File: config.mk
export PLATFORM = sky130hd
export DESIGN_NAME = matrix_stream_loader
export DESIGN_NICKNAME = d
export VERILOG_FILES = /design/src/rtl/matrix_stream_loader.sv
export SDC_FILE = /design/constraint.sdc
export NUM_CORES = 1
export LEC_CHECK = 0
export BUFFER_PORTS_ARGS = -buffer_cell sky130_fd_sc_hd__clkbuf_2
export CAP_MARGIN = 40
export CORE_MARGIN = 10
export CORE_UTILIZATION = 49
export DETAILED_ROUTE_END_ITERATION = 16
export HOLD_SLACK_MARGIN = 0.05
export PLACE_DENSITY = 0.84
export SKIP_LAST_GASP = 1
export SLEW_MARGIN = 40
export SYNTH_ARGS = -nofsm -noshare
export SYNTH_HDL_FRONTEND = slang
export SYNTH_SLANG_ARGS = --single-unit
export TNS_END_PERCENT = 1
File: constraint.sdc
create_clock -name clk -period 1.75 [get_ports clk]
set_clock_uncertainty 0.1 [all_clocks]
set_input_delay 0.0875 -clock clk [delete_from_list [all_inputs] [get_ports clk]]
set_output_delay 0.0875 -clock clk [all_outputs]
set_load 0.05 [all_outputs]
File: src/rtl/matrix_stream_loader.sv
// Serial front-end for the 2x2 matrix adder: packs 4 A elements and 4 B elements, registers the sum.
// Optional macro MATRIX_LOADER_OVF_EN adds registered per-element carry-out flags (ovf_flags).
module matrix_stream_loader #(
    parameter int DATA_WIDTH  = 64,
    parameter int ELEM_WIDTH  = 16,
    parameter int MATRIX_SIZE = 2
) (
    input  logic                                 clk,
    input  logic                                 rst,
    input  logic                                 in_valid,
    output logic                                 in_ready,
    input  logic [ELEM_WIDTH-1:0]                in_data,
    output logic [DATA_WIDTH-1:0]                mat_a,
    output logic [DATA_WIDTH-1:0]                mat_b,
    input  logic [DATA_WIDTH-1:0]                add_result,
    output logic                                 out_valid,
    input  logic                                 out_ready,
`ifdef MATRIX_LOADER_OVF_EN
    output logic [MATRIX_SIZE*MATRIX_SIZE-1:0]   ovf_flags,
`endif
    output logic [DATA_WIDTH-1:0]                out_data
);

    localparam int NELEM = MATRIX_SIZE * MATRIX_SIZE;
    localparam int CNT_W = $clog2(NELEM);
    localparam logic [CNT_W-1:0] LAST_IDX = CNT_W'(NELEM - 1);

    typedef enum logic [1:0] {
        LOAD_A,
        LOAD_B,
        CAPTURE,
        OUT
    } state_t;

    state_t                state_q;
    logic [CNT_W-1:0]      cnt_q;
    logic [DATA_WIDTH-1:0] matA_q;
    logic [DATA_WIDTH-1:0] matB_q;
    logic [DATA_WIDTH-1:0] outData_q;
    logic                  outValid_q;
    logic                  beat;

    // Ready depends on the state register alone, so nothing downstream can combinationally reach it.
    assign in_ready  = (state_q == LOAD_A) || (state_q == LOAD_B);
    assign beat      = in_valid && in_ready;
    assign mat_a     = matA_q;
    assign mat_b     = matB_q;
    assign out_data  = outData_q;
    assign out_valid = outValid_q;

`ifdef MATRIX_LOADER_OVF_EN
    logic [NELEM-1:0] ovf_d;
    logic [NELEM-1:0] ovfFlags_q;

    // A truncated sum smaller than an addend means the element add wrapped.
    always_comb begin
        ovf_d = '0;
        for (int k = 0; k < NELEM; k++) begin
            ovf_d[NELEM-1-k] =
                (ELEM_WIDTH'(matA_q[DATA_WIDTH-1-k*ELEM_WIDTH -: ELEM_WIDTH] +
                             matB_q[DATA_WIDTH-1-k*ELEM_WIDTH -: ELEM_WIDTH])
                 < matA_q[DATA_WIDTH-1-k*ELEM_WIDTH -: ELEM_WIDTH]);
        end
    end

    assign ovf_flags = ovfFlags_q;
`endif

    always_ff @(posedge clk) begin
        if (rst) begin
            state_q    <= LOAD_A;
            cnt_q      <= '0;
            matA_q     <= '0;
            matB_q     <= '0;
            outData_q  <= '0;
            outValid_q <= 1'b0;
`ifdef MATRIX_LOADER_OVF_EN
            ovfFlags_q <= '0;
`endif
        end else begin
            case (state_q)
                LOAD_A: begin
                    if (beat) begin
                        for (int k = 0; k < NELEM; k++) begin
                            if (cnt_q == k[CNT_W-1:0]) begin
                                matA_q[DATA_WIDTH-1-k*ELEM_WIDTH -: ELEM_WIDTH] <= in_data;
                            end
                        end
                        cnt_q <= cnt_q + 1'b1;
                        if (cnt_q == LAST_IDX) begin
                            cnt_q   <= '0;
                            state_q <= LOAD_B;
                        end
                    end
                end
                LOAD_B: begin
                    if (beat) begin
                        for (int k = 0; k < NELEM; k++) begin
                            if (cnt_q == k[CNT_W-1:0]) begin
                                matB_q[DATA_WIDTH-1-k*ELEM_WIDTH -: ELEM_WIDTH] <= in_data;
                            end
                        end
                        cnt_q <= cnt_q + 1'b1;
                        if (cnt_q == LAST_IDX) begin
                            cnt_q   <= '0;
                            state_q <= CAPTURE;
                        end
                    end
                end
                CAPTURE: begin
                    outData_q  <= add_result;
                    outValid_q <= 1'b1;
`ifdef MATRIX_LOADER_OVF_EN
                    ovfFlags_q <= ovf_d;
`endif
                    state_q    <= OUT;
                end
                OUT: begin
                    if (outValid_q && out_ready) begin
                        outValid_q <= 1'b0;
                        state_q    <= LOAD_A;
                    end
                end
                default: begin
                    state_q <= LOAD_A;
                end
            endcase
        end
    end

endmodule

* After elaboration in Yosys (flattened, before gate mapping) *
Cells that the tools add are included.

word-level totals
  word-level logic and storage cells = 51
  output and inout port bits = 194
  input port bits = 84
  register bits = 197

operators by class
  $add $sub $neg = 1
  mux-type cells = 9
  equality and inequality tests = 11
  reductions and logical operators = 18

operator list
  cell                                                   number
  AND reduction 3 bit                                    8
  two-way mux 2 bit                                      6
  equality test 2 bit, second input constant             4
  case mux 2 bit (4 select lines)                        1
  inequality test 2 bit, second input constant           3
  AND reduction 5 bit                                    1
  equality test 2 x 1 -> 1 bit, second input constant    2
  zero test 2 bit                                        2
  inequality test 2 x 1 -> 1 bit, second input constant  2
  AND reduction 2 bit                                    2
  adder 2 x 1 -> 2 bit, second input constant            1
  logical AND 1 bit                                      2
  case mux 1 bit (2 select lines)                        1
  nonzero test 2 bit                                     1
  OR reduction 2 bit                                     1
  logical OR 1 bit                                       1
  two-way mux 1 bit                                      1

* Depth between registers and ports, before layout *
Gate-level depths: netlist (run 1).

  word-level depth = 5
  depth in mapped cells = 8

* Least setup slack after synthesis (run 1) *
No wires, ideal clock.

  kind = register to register
  start point = reg state_q[0]
  end point = reg matA_q[21], in the netlist mat_a[21]
  buffers on the path = 3
  library setup time = 132 ps
  stages on the path, launching flop included = 9
  path slack = 221 ps
  data required time = 1518 ps
  data arrival time = 1297 ps
  cell sequence = dfxtp_1 -> inv_1 -> ha_1 -> buf_4 -> and3_1 -> clkbuf_2 -> buf_4 -> nand2_1 -> a21oi_1

on the way
  longest elaborated chain between the ends = 4
  elaborated cells on any way between the ends = 5
  those cells by class = eq/ne (1); reduce/logical (4)

RTL lines
  item                                                                    line    source
  start: declaration                                                      35      state_t state_q;
  start signal: assignment                                                71      state_q <= LOAD_A;
  start signal: assignment                                                92      state_q <= LOAD_B;
  start signal: assignment                                                106     state_q <= CAPTURE;
  equality test 2 x 1 -> 1 bit / zero test 2 bit (equally long branches)  44, 81
  logical OR 1 bit                                                        44      assign in_ready = (state_q == LOAD_A) || (state_q == LOAD_B);
  logical AND 1 bit                                                       45      assign beat = in_valid && in_ready;
  AND reduction 3 bit (no line) *                                         --
  end signal: indexed assignment                                          86      matA_q[DATA_WIDTH-1-k*ELEM_WIDTH -: ELEM_WIDTH] <= in_data;
  end: declaration                                                        37      logic [DATA_WIDTH-1:0] matA_q;

Mark *: on every way between the ends. The rest lies on a longest branch, timed or not.
A chain may end at the register's enable or synchronous reset.

* Worst setup path in the final report (run 1) *
  start point = reg state_q[1]
  end point = out in_ready

on the way
  longest elaborated chain between the ends = 2
  elaborated cells on any way between the ends = 3
  those cells by class = eq/ne (1); reduce/logical (2)

RTL lines
  item                                                                    line  source
  equality test 2 x 1 -> 1 bit / zero test 2 bit (equally long branches)  44
  logical OR 1 bit *                                                      44
  end: declaration                                                        11    output logic in_ready,

Marked as above.

==> impl_results.md, run 1 <==
* FMAX at 609 MHz
* Crit path DAT at 1.45 ns
* Placer Congestion at 0.801
* Crit path max fanout at 4
* GR Layer Usage met1 at 28.1%
* Relative slew slack at 75.2%
* H-tree levels at 4
* Comb pwr share at 22.0%
* Root Buffer: clkbuf_16
* Starting DRC count in detailed routing at 319
* WS Path Type: reg2out
* Die ar. at 19900 µm²
* Period minus WS final at 1.64 ns
* Syn Std Cell Area at 7180 µm²
* Yosys warnings at 0
* M2 GR Usage at 40.0%
* Final Max Slew Viols at 0
* I/O Buffers at 277
* Overall Power at 11800 µW
* Vias per cell at 5.17
* Syn Inst Count at 831
* ANT nets after route at 0
* Outcome: finished, final reports clean
* Cell area power density at 1150 nW/µm²
* Slew @ Worst Pin at 0.369 ns
* RR Endpoint: out_data[1]
* Register area share after synthesis at 54.9%
* I/O pins at 278
* Gr ovfl total at 0
* Layout cells sized above 1 at 29.4%
* Die W at 141 µm
* Final worst path period share at 93.8%
* Clk_lat worst skew at 0.42 ns
* Startpoint Class: flop
* Core area at 14400 µm²
* CTS Buffer Depth at 2
* CP Launch Point: state_q[1]
* Routed wire length at 26.0 mm
* # clock sinks at 197
* DR vias at 7042
* Rows at 44
* WP data required at 1.56 ns
* Register bit total from synthesis at 197
* TNS Setup at 0 ns
* Sequential power share at 41.4%
* Distinct cells, synth at 22
* Sw Share at 30.5%
* Unrepaired setup endpoints after global routing: false
* LEAKAGE at 0.00434 µW
* Filler Cell Count at 1028
* Total GRT Usage at 24.9%
* M3 GR Usage at 10.4%
* Net Count, Synth at 923
* Avg Cell Area, Syn at 8.64 µm²
* Reg2reg setup slack at 0.14 ns
* Sw Pwr at 3600 µW
* Die height at 141 µm
* CTS tree: yes
* Final-stage net count at 1258
* P_int at 8200 µW
* CTS Buf Count at 17
* Clock slew at reported path FFs at 0.06 ns
* Placement Cell Area at 8750 µm²
* Gr busiest metal: met2
* Largest net degree at the start of global routing at 67
* CP Capture Point: in_ready
* Initial Utilization at 49.8%
* Drt wl/cell at 19.1 µm
* Final setup fails at 0
* Kind of end point of the critical path: output port
* First-pass GRT wire length at 39.0 mm
* Origin of the critical flop-to-flop path: state_q[0]
* Vias in the first global route at 6869
* Max Cap Viol at 0
* Reg2Reg Depth at 5
* Detailed placer's ending HPWL at 16.6 mm
* Final Cell Area at 10300 µm²
* VDD IR max at 0.820 mV
* Initial antenna violation count at 2
* Worst Hold Class: in2reg
* # DRC at 0
* Clock share of power at 36.6%
* Drt pass-1 iters at 5
* Area Growth Syn to Fin at 43.5%
* Final hold violations at 0
-- registers in the layout (all words and copies together), names as in the netlist --
register and flops:
cnt_q 2, mat_a 64, mat_b 64, out_data 64, out_valid 1, state_q 2
-- worst max-delay path, cell delays in order, from the launching register on --
cell and delay, ns:
dfxtp_4 0.37, inv_2 0.07, ha_4 0.16, or2_4 0.25, clkbuf_16 0.17
-- per-stage QoR --
step | instances | hold slack, ns | util [%] | setup slack [ns]
final | 1363 | 0.103 | 71.4 | 0.109
after global routing | 1363 | 0.166 | 71.4 | 0.0649
after CTS | 1361 | 0.0802 | 71.3 | 0.00648
after detailed placement | 1247 | 0.232 | 60.7 | 0.0913
after global placement | 1247 | 0.218 | 60.7 | 0.194
after floorplan | 831 | 0.135 | - | 0.221
-- synth_stat cells --
| master | count | area [µm²] |
|---|---|---|
| nor2_1 | 67 | 251 |
| ha_1 | 8 | 100 |
| buf_4 | 33 | 248 |
| nand3_1 | 8 | 40.0 |
| or3_1 | 1 | 6.26 |
| a21boi_0 | 1 | 7.51 |
| or2_2 | 1 | 6.26 |
| a2bb2oi_1 | 1 | 8.76 |
| mux2i_1 | 65 | 651 |
| buf_2 | 10 | 50.1 |
| clkbuf_1 | 18 | 67.6 |
| o21ai_0 | 2 | 10.0 |
| nand2_1 | 258 | 968 |
| dfxtp_1 | 197 | 3940 |
| clkbuf_2 | 8 | 40.0 |
| o21ai_2 | 1 | 8.76 |
| nor2b_1 | 3 | 18.8 |
| o41ai_1 | 2 | 17.5 |
| buf_1 | 4 | 15.0 |
| a21oi_1 | 130 | 651 |
| inv_1 | 5 | 18.8 |
| and3_1 | 8 | 50.1 |
-- worst min-delay path by stage --
stage | depth (start not counted) | start | endpoint
final | 4 | in_valid | cnt_q[1]
after global routing | 4 | in_valid | cnt_q[0]
after CTS | 4 | in_valid | cnt_q[1]
after detailed placement | 3 | add_result[7] | out_data[7]
after global placement | 3 | add_result[57] | out_data[57]
after floorplan | 2 | add_result[23] | out_data[23]
-- area by class of cell --
cell class | count | area (µm²) | area share (%)
flip-flops and latches | 197 | 3950 | 38.4
multi-input cells | 556 | 2840 | 27.5
repair buffers | 389 | 2610 | 25.3
clock buffers | 19 | 453 | 4.40
well taps | 184 | 230 | 2.24
clock inverters | 11 | 196 | 1.91
inverters | 5 | 18.8 | 0.182
diodes | 2 | 5.00 | 0.0486
-- metal layers --
| layer | up-vias | routed length [µm] |
|---|---|---|
| met5 | - | 0 |
| met4 | 0 | 875 |
| li1 | 3358 | - |
| met3 | 52 | 2830 |
| met1 | 3264 | 10100 |
| met2 | 368 | 12200 |
-- power by group through the flow --
stage	combinational, µW	sequential [µW]	clock [µW]
after floorplan	955	5670	0
after global placement	2300	4960	0
after CTS	2580	4880	4370
after global routing	2780	4910	4530
after detailed placement	2320	4970	0
final	2600	4890	4310
-- timing repair --
action                                  in CTS  in global routing
hold buffers                                82                  0
endpoints found under the hold margin      196                  0
setup buffers                                2                  0
endpoints found under the setup margin       1                  1
gates resized for setup                     12                  2
pin swaps                                    2                  0
-- placed cells by master (no fill, tap or decap), types with 2 or more instances in the layout --
master         count
clkbuf_2         275
nand2_1          258
dfxtp_1          195
a21oi_1          130
dlygate4sd3_1     82
nor2_1            67
mux2i_1           65
clkbuf_16         18
buf_4             18
buf_12            12
and3_1             8
nand3_1            8
ha_1               5
bufinv_16          5
inv_1              3
nor2b_1            3
ha_4               3
diode_2            2
inv_2              2
o21ai_0            2
o41ai_1            2
clkinv_2           2
clkbuf_8           2
dfxtp_4            2
-- cells by family (layout without fill, tap and decap cells) --
| group | Yosys count | after routing | synth area share [%] |
|---|---|---|---|
| other | 0 | 2 | 0 |
| muxes | 65 | 65 | 9.06 |
| AOI/OAI and AO/OA | 137 | 137 | 9.80 |
| buffers and inverters | 78 | 424 | 6.12 |
| and+or+nand+nor | 346 | 346 | 18.7 |
| DFF | 197 | 197 | 54.9 |
| adders and majority gates | 8 | 8 | 1.39 |
(Power assumes the default switching activity.)
==> run 2: changes to the inputs <==
--- a/config.mk
+++ b/config.mk
@@ -8,10 +8,11 @@
 export BUFFER_PORTS_ARGS = -buffer_cell sky130_fd_sc_hd__clkbuf_2
 export CAP_MARGIN = 40
 export CORE_MARGIN = 10
-export CORE_UTILIZATION = 49
+export CORE_UTILIZATION = 40
 export DETAILED_ROUTE_END_ITERATION = 16
+export GPL_TIMING_DRIVEN = 1
 export HOLD_SLACK_MARGIN = 0.05
-export PLACE_DENSITY = 0.84
+export PLACE_DENSITY = 0.74
 export SKIP_LAST_GASP = 1
 export SLEW_MARGIN = 40
 export SYNTH_ARGS = -nofsm -noshare
==> constraint.sdc (replaced) <==
create_clock -name clk -period 1.5 [get_ports clk]
set_clock_uncertainty 0.1 [all_clocks]
set_input_delay 0.075 -clock clk [delete_from_list [all_inputs] [get_ports clk]]
set_output_delay 0.075 -clock clk [all_outputs]
set_load 0.05 [all_outputs]
==> impl_results.md, run 2 (same netlist as run 1, synthesis figures left out) <==
* Most common cell after layout, fill and taps aside: clkbuf_2
* Commonest cells after routing, fill and taps aside: 275 x clkbuf_2, 258 x nand2_1, 195 x dfxtp_1
* Gr ovfl total at 0 (unchanged)
* Die ar. at 23700 µm² (+19%)
* Initial Utilization at 41.2% (-8.6 points)
* Final worst path period share at 111%
* Max Cap Viol at 0 (unchanged)
* Unrepaired setup endpoints after global routing: true
* LEAKAGE at 0.00431 µW (-0.79%)
* Relative slew slack at 73.1% (-2.0 points)
* Core area at 17400 µm² (+21%)
* Total GRT Usage at 20.7% (-4.2 points)
* Slew @ Worst Pin at 0.403 ns (+0.0338 ns)
* WS Path Type: reg2out
* Detailed placer's ending HPWL at 17.2 mm (+3.1%)
* Antenna cell count at 0 (-2)
* CTS tree: yes
* Placed cells at 1291 (+3.5%)
* Crit path max-delay cell type: dfxtp_4
* Placer Congestion at 0.776 (-3.2%)
* Worst Hold Class: in2reg
* I/O Buffers at 277 (unchanged)
* Crit-path leading delay family: flip-flops
* Post-place setup slack at -0.129 ns (-0.220 ns)
* I/O pins at 278 (unchanged)
* Layout cells sized above 1 at 29.6% (+0.21 points)
* Failing checks: setup timing
* Setup ws final at -0.166 ns (-0.275 ns)
* Drt wl/cell at 18.0 µm (-5.6%)
* Reg2reg setup slack at -0.05 ns (-0.19 ns)
* DR vias at 6884 (-2.2%)
* Overall Power at 13300 µW (+13%)
* Final hold violations at 0 (unchanged)
* Cell area power density at 1290 nW/µm² (+13%)
* CTS Buf Count at 17 (unchanged)
* Routed wire length at 25.3 mm (-2.5%)
* Crit path DAT at 1.49 ns (+0.04 ns)
* Kind of end point of the critical path: output port
* H-tree levels at 4 (unchanged)
* Rows at 48 (+9.1%)
* Critical path cell sequence: inv_4 -> ha_4 -> buf_6 -> or2_4 -> clkbuf_16
* Max incr delay on CP at 0.38 ns (about the same)
* Placement Cell Area at 8830 µm² (+0.86%)
* # clock sinks at 197 (unchanged)
* CP Buf/Inv Count at 3 (+1)
* WP data required at 1.32 ns (-0.24 ns)
* Initial antenna violation count at 0 (-2)
* Final setup fails at 6 (+6)
* Final Max Slew Viols at 0 (unchanged)
* Starting DRC count in detailed routing at 346 (+8.5%)
* Crit path max fanout at 3 (-1)
* Startpoint Class: flop
* Clk_lat worst skew at 0.41 ns (about the same)
* Vias per cell at 4.89 (-5.3%)
* Filler Cell Count at 1486 (+45%)
* Die W at 154 µm (+9.2%)
* Clock slew at reported path FFs at 0.06 ns (about the same)
* Largest net degree at the start of global routing at 49 (-27%)
* Drt pass-1 iters at 5 (unchanged)
* FMAX at 600 MHz
* Vias in the first global route at 6814 (-0.80%)
* VDD IR max at 0.955 mV (+16%)
* Die height at 154 µm (+9.2%)
* Period minus WS final at 1.67 ns
* Post-route insts no fill at 1407 (+3.2%)
* Final Cell Area at 10300 µm² (about the same)
* CTS Buffer Depth at 2 (unchanged)
* Final-stage net count at 1262 (+0.32%)
* First-pass GRT wire length at 39.4 mm (+1.1%)
* Area Growth Syn to Fin at 43.4% (about the same)
* ANT nets after route at 0 (unchanged)
* Outcome: complete, but fails checks
* Root Buffer: clkbuf_16
* # DRC at 0 (unchanged)
-- run 2: cell count changes in the layout (fill, tap and decap cells not counted), moves of 2 or more --
cell / delta
bufinv_16: -4
buf_4: +3
diode_2: -2
clkinvlp_4: +4
inv_6: +2
-- run 2: layout make-up --
class	count	area, µm²	share of cell area (%)
tap	225	282	2.73
sequential	197	3950	38.4
clock inverter	12	121	1.18
clock buffer	19	443	4.30
inverter	5	21.3	0.207
timing repair buffer	393	2640	25.7
multi-input combinational	556	2840	27.5
-- run 2: routing by layer --
layer  GRT usage (%)  wire [µm]  share of wire [%]  up-vias
met5               0          0                  0        -
li1                -          -                  -     3361
met1            24.9      10500                 42     3192
met4            5.22        386                1.5        0
met3            9.57       2800                 11       26
met2            32.7      11600                 46      305
-- run 2: worst paths after layout --
check	from	end	cells after the start
max	state_q[0]	in_ready	5
min	in_valid	cnt_q[0]	4
max reg2reg	state_q[0]	out_data[34]	6
min reg2reg	mat_b[36]	mat_b[36]	2
-- run 2: worst reg2reg max path: cells and delay by family, from the launching register on --
kind,cells,cell delay (ns)
buffers and inverters,3,0.39
flip-flops,1,0.37
multiplexers,1,0.32
adder cells (fa/ha/maj),1,0.19
AND/OR/NAND/NOR,1,0.07
-- run 2: what timing repair did --
action,4_1_cts,5_1_grt
endpoints found under the hold margin,195,0
setup endpoints to repair,133,116
resized for setup,14,0
pin swaps,2,2
buffers inserted,2,1
hold buffers,82,0
-- run 2: power by group --
group | leakage [µW] | switching (µW) | internal, µW
Combinational | 0.00245 | 2060 | 1100
Sequential | 0.00159 | 182 | 5510
Clock | 0.000262 | 2080 | 2360
Total | 0.00431 | 4320 | 8980
-- run 2: through the flow --
stage,setup TNS (ns),utilization [%],hold WS (ns)
finish,-0.291,59.1,0.113
global route,-3.57,59.1,0.132
CTS,-0.255,59.1,0.0877
detailed placement,-6.78,50.7,0.219
global placement,-0.569,50.7,0.207
floorplan,-0.0657,-,0.122
